File: src/rtl/viterbi_pkg.sv
// Shared constants, FSM state type and modulo-11 index helpers for the survivor-bank sequencer.
package viterbi_pkg;

    localparam int unsigned NUM_BANKS = 11;
    localparam int unsigned IDX_W     = 4;

    typedef enum logic [1:0] {
        StIdle,
        StTbReq,
        StTbRun
    } tb_state_e;

    function automatic logic [IDX_W-1:0] inc_mod11(input logic [IDX_W-1:0] x);
        return (x == IDX_W'(NUM_BANKS - 1)) ? '0 : x + 1'b1;
    endfunction

    function automatic logic [IDX_W-1:0] dec_mod11(input logic [IDX_W-1:0] x);
        return (x == '0) ? IDX_W'(NUM_BANKS - 1) : x - 1'b1;
    endfunction

endpackage

File: src/rtl/decode_4to11.sv
// Bank index to one-hot bank enable, forced to zero when not enabled.
module decode_4to11
    import viterbi_pkg::*;
(
    input  logic [IDX_W-1:0]     idx,
    input  logic                 en,
    output logic [NUM_BANKS-1:0] onehot
);

    always_comb begin
        onehot = '0;
        for (int unsigned i = 0; i < NUM_BANKS; i++) begin
            onehot[i] = en && (idx == IDX_W'(i));
        end
    end

endmodule

File: src/rtl/viterbi_bank_sequencer.sv
// Circular bank allocator for the Viterbi survivor memory: assigns writes to free banks,
// schedules tracebacks over the newest banks and releases the oldest decoded ones.
module viterbi_bank_sequencer
    import viterbi_pkg::*;
#(
    parameter int unsigned TB_LEN  = 6,
    parameter int unsigned DEC_LEN = 2
) (
    input  logic                 clk,
    input  logic                 rst,
    input  logic                 sym_valid,
    output logic                 sym_ready,
    output logic                 wr_en,
    output logic [IDX_W-1:0]     wr_idx,
    output logic [NUM_BANKS-1:0] wr_onehot,
    input  logic                 flush,
    output logic                 tb_req,
    input  logic                 tb_ack,
    output logic [IDX_W-1:0]     tb_start,
    output logic [IDX_W-1:0]     tb_len,
    output logic                 rd_en,
    output logic [IDX_W-1:0]     rd_idx,
    output logic [NUM_BANKS-1:0] rd_onehot,
    output logic                 dec_valid,
    output logic [IDX_W-1:0]     count
);

    if (TB_LEN < 2 || TB_LEN > NUM_BANKS) begin : g_bad_tb_len
        $error("TB_LEN must lie in 2..11");
    end
    if (DEC_LEN < 1 || DEC_LEN >= TB_LEN) begin : g_bad_dec_len
        $error("DEC_LEN must lie in 1..TB_LEN-1");
    end

    localparam logic [IDX_W-1:0] TB_LEN_W  = IDX_W'(TB_LEN);
    localparam logic [IDX_W-1:0] DEC_LEN_W = IDX_W'(DEC_LEN);

    tb_state_e        state;
    logic [IDX_W-1:0] wr_ptr;
    logic [IDX_W-1:0] count_q;
    logic [IDX_W-1:0] count_d;
    logic [IDX_W-1:0] rd_ptr;
    logic [IDX_W-1:0] step;
    logic [IDX_W-1:0] len_q;
    logic [IDX_W-1:0] rel_q;
    logic [IDX_W-1:0] tb_start_q;
    logic             tb_req_q;
    logic             rd_en_q;
    logic             last_step;
    logic             release_now;

    assign sym_ready   = count_q < IDX_W'(NUM_BANKS);
    assign wr_en       = sym_valid & sym_ready;
    assign wr_idx      = wr_ptr;
    assign rd_idx      = rd_ptr;
    assign rd_en       = rd_en_q;
    assign tb_req      = tb_req_q;
    assign tb_start    = tb_start_q;
    assign tb_len      = len_q;
    assign count       = count_q;
    assign last_step   = (step == len_q - 1'b1);
    assign release_now = rd_en_q & last_step;
    // The oldest R banks of the window are the last R steps of the backward walk.
    assign dec_valid   = rd_en_q & (step >= len_q - rel_q);

    always_comb begin
        count_d = count_q;
        if (wr_en) begin
            count_d = count_d + 1'b1;
        end
        if (release_now) begin
            count_d = count_d - rel_q;
        end
    end

    always_ff @(posedge clk) begin
        if (rst) begin
            state      <= StIdle;
            wr_ptr     <= '0;
            count_q    <= '0;
            rd_ptr     <= '0;
            step       <= '0;
            len_q      <= '0;
            rel_q      <= '0;
            tb_start_q <= '0;
            tb_req_q   <= 1'b0;
            rd_en_q    <= 1'b0;
        end else begin
            count_q <= count_d;
            if (wr_en) begin
                wr_ptr <= inc_mod11(wr_ptr);
            end
            unique case (state)
                StIdle: begin
                    if (count_q >= TB_LEN_W) begin
                        state      <= StTbReq;
                        tb_req_q   <= 1'b1;
                        len_q      <= TB_LEN_W;
                        rel_q      <= DEC_LEN_W;
                        tb_start_q <= dec_mod11(wr_ptr);
                    end else if (flush && count_q != '0) begin
                        // End of frame: walk and release every filled bank.
                        state      <= StTbReq;
                        tb_req_q   <= 1'b1;
                        len_q      <= count_q;
                        rel_q      <= count_q;
                        tb_start_q <= dec_mod11(wr_ptr);
                    end
                end
                StTbReq: begin
                    if (tb_ack) begin
                        state    <= StTbRun;
                        tb_req_q <= 1'b0;
                        rd_en_q  <= 1'b1;
                        rd_ptr   <= tb_start_q;
                        step     <= '0;
                    end
                end
                StTbRun: begin
                    rd_ptr <= dec_mod11(rd_ptr);
                    step   <= step + 1'b1;
                    if (last_step) begin
                        state   <= StIdle;
                        rd_en_q <= 1'b0;
                    end
                end
                default: state <= StIdle;
            endcase
        end
    end

    decode_4to11 u_wr_dec (
        .idx    (wr_ptr),
        .en     (wr_en),
        .onehot (wr_onehot)
    );

    decode_4to11 u_rd_dec (
        .idx    (rd_ptr),
        .en     (rd_en_q),
        .onehot (rd_onehot)
    );

endmodule

File: config.mk
export PLATFORM = sky130hd
export DESIGN_NAME = viterbi_bank_sequencer
export DESIGN_NICKNAME = d
export VERILOG_FILES = /design/src/rtl/viterbi_pkg.sv /design/src/rtl/decode_4to11.sv /design/src/rtl/viterbi_bank_sequencer.sv
export SDC_FILE = /design/constraint.sdc
export NUM_CORES = 1
export LEC_CHECK = 0
export CAP_MARGIN = 20
export CORE_UTILIZATION = 43
export CTS_CLUSTER_DIAMETER = 30
export DETAILED_ROUTE_END_ITERATION = 10
export PLACE_DENSITY = 0.75
export SLEW_MARGIN = 20
export SYNTH_ARGS = -nofsm -noshare
export SYNTH_HDL_FRONTEND = slang
export SYNTH_SLANG_ARGS = --single-unit
File: constraint.sdc
create_clock -name clk -period 2.8 [get_ports clk]
set_clock_uncertainty 0.1 [all_clocks]
set_input_delay 0.56 -clock clk [delete_from_list [all_inputs] [get_ports clk]]
set_output_delay 0.56 -clock clk [all_outputs]
set_load 0.01 [all_outputs]
==> results.md <==
- Outcome: complete, no violations
- Count of input and output buffers: 51
- CTS Buf Count: 5
- N_diodes: 0
- Drt drc: 0
- Startpoint class of the critical path: input port
- Worst VDD drop: 0.237 mV
- Ranking of synthesized cells by instance count: nor2_1 (38), dfxtp_1 (29), ha_1 (20), a21oi_1 (16), inv_1 (16)
- Mapped Cells: 240
- First-iteration detailed-routing DRC count: 107
- Hold Fails Final Rpt: 0
- Library cell with the highest instance count after synthesis: nor2_1
- Area share of the largest cell type after synthesis: 29.3%
- P&R area growth vs syn: 34.7%
- Routed wirelength normalized by instance count: approximately 13 um
- Tcrit/Tclk final: 96.9%
- Global-route wire length before repair: 7.47 mm
- Register bit count reported by yosys: 29
- Number of top-level pins: 52
- Worst hold stages: 2
- Die area: a little under 5000 um^2
- Synth Flop Type: dfxtp_1
- Power per Cell Area: 390 nW/um^2
- Antenna violations before repair: 0
- Remaining global-route overflow: 0
- Maximum level of the CTS H-tree: 2
- Maximum net fanout on the critical path: 6
- Yosys warning total: 0
- Post-Route WL: 4.61 mm
- HP Class: flip-flop to flip-flop
- Post-layout min period: 2.71 ns
- Final-layout setup total negative slack: 0 ns
- Setup violations, final: 0
- GRT Overall Usage: about a fifth
- Mean Syn Cell Area: around 8.3 um^2
- Worst Path Class, Setup: input port to output pin
- Clock slew seen by the registers of the worst setup and hold paths: 0.07 ns
- Critical path arrival: 2.05 ns
- Number of sinks handled by clock tree synthesis: 29
- CP Data Required Time: 2.14 ns
- Max Clk Rate: 369 MHz
- Count of cell types in the netlist: between 40 and 50
- Synth Net Count: 266
- Share of layout cells above drive strength 1: between 10% and 20%
- RePlAce Congestion: roughly 0.79
- Top post-synthesis cells by area: dfxtp_1 (29%), ha_1 (13%), nor2_1 (7.2%)
- Worst Setup End Kind: output pin
- Floorplan Core Area: 4380 um^2
- Total of max-cap violations: 0
- Routed via count divided by cell count: 5.16
- Synthesized area: 1980 um^2
- Floorplan die height: between 60 and 70 um
- Cell taking the most area after synthesis: dfxtp_1
- Clock tree from TritonCTS: done
- Post-detail-place hpwl: approximately 3.4 mm
- Number of nets at the end of the flow: 327
- Number of global-route vias before repair: between 1500 and 2000
- Length of the first detailed-routing pass in iterations: 4
- Floorplan die width: about 70 um
- Static Leak: 0.00111 uW
- Pin count of the biggest net entering global routing: 28
- Worst-case headroom to the max-slew limit: 61.8%
- Number of max-slew violations in the final report: 0
- Slew at the pin with the worst max-slew slack: 0.571 ns
- Count of nets left with antenna violations after detail routing: 0
- Sequential-to-total area share from yosys stat: 29.3%
- Via total after detailed routing: 1828
- Initial standard-cell utilization of the core: 45.3%
- Setup slack after layout: a little under 0.09 ns
- Root buffer cell: clkbuf_8
- Clock latency of the later-clocked register in the worst-skew pair: 0.29 ns
- Setup slack at placement: -0.189 ns
- Async set or reset register ratio after synthesis: 0%
- Number of synthesized flops with an enable pin: 0
- Core Rows: 24
- Depth of the most critical reg-to-reg path: 12
- Clock Tree Buf Depth: 2
worst paths after layout:
check	slack, ns	endpoint	start
worst max register to register	0.10	count[3]	count[0]
worst min register to register	0.41	rd_idx[2]	tb_start[2]
worst max-delay path	0.09	wr_onehot[9]	sym_valid
worst min-delay path	0.41	rd_idx[2]	tb_start[2]
critical path, cell delays in order:
cell             delay (ns)
clkdlybuf4s50_1        0.52
nand2_2                0.08
clkinv_2               0.07
buf_4                  0.13
and3_1                 0.16
clkdlybuf4s50_1        0.53
registers in the layout, indices dropped and copies added, names as in the netlist:
name / cells
tb_len: 4
state: 2
step: 4
wr_idx: 4
rel_q: 1
tb_req: 1
rd_en: 1
tb_start: 4
rd_idx: 4
count: 4
cell type report:
class	count	area [um^2]
clock buffers	6	72.6
clock inverters	2	10.0
fillers	407	1710
inverters	17	65.1
multi-input cells	183	1270
flip-flops and latches	29	587
well taps	52	65.1
repair buffers	65	608
routing by layer:
metal  vias to the layer above  global-route usage, %  share of wire (%)
met4                         0                   8.89                1.6
met1                       832                   24.1                 48
li1                        945                      -                  -
met3                         4                   4.62                4.9
met5                         -                      0                  0
met2                        47                   31.1                 46
where the power goes:
part           leakage, uW  switching [uW]  internal, uW
Clock            0.0000450             176           172
Combinational     0.000832             110           121
Sequential        0.000237            31.5           434
Total              0.00111             318           726
cell usage in the layout (no fill, tap or decap), drive strengths merged, types with 7 or more instances in the layout:
cell type | netlist | layout
clkdlybuf4s50 | 0 | 42
nor2 | 38 | 38
dfxtp | 29 | 29
ha | 20 | 20
inv | 16 | 16
a21oi | 16 | 16
and3 | 14 | 14
buf | 5 | 14
nand2 | 12 | 12
a211oi | 11 | 11
dlygate4sd2 | 0 | 8
and2 | 7 | 7
o21ai | 7 | 7
cells by family after synthesis:
group | synth area share (%)
AND/OR/NAND/NOR | 24.8
AO/OA/AOI/OAI | 16.2
flip-flops | 29.3
buffers and inverters | 7.12
adder cells (fa/ha/maj) | 13.6
XOR/XNOR | 4.73
multiplexers | 4.22
metrics by stage:
step	hold WS [ns]	std cells	utilization, %	total power [uW]	cell area [um^2]
after CTS	0.414	353	60.7	1040	2660
after detailed placement	0.398	344	58.8	703	2580
after global placement	0.368	344	58.8	697	2580
final	0.414	354	61.0	1040	2670
after floorplan	0.363	240	-	614	1990
after global routing	0.441	354	61.0	1090	2670
what timing repair did:
item	in CTS	in global routing
setup buffers	1	1
pin swaps	1	2
endpoints found under the hold margin	0	0
hold buffers	0	0
setup endpoints to repair	8	2
resized for setup	8	3
(Power assumes the default switching activity.)
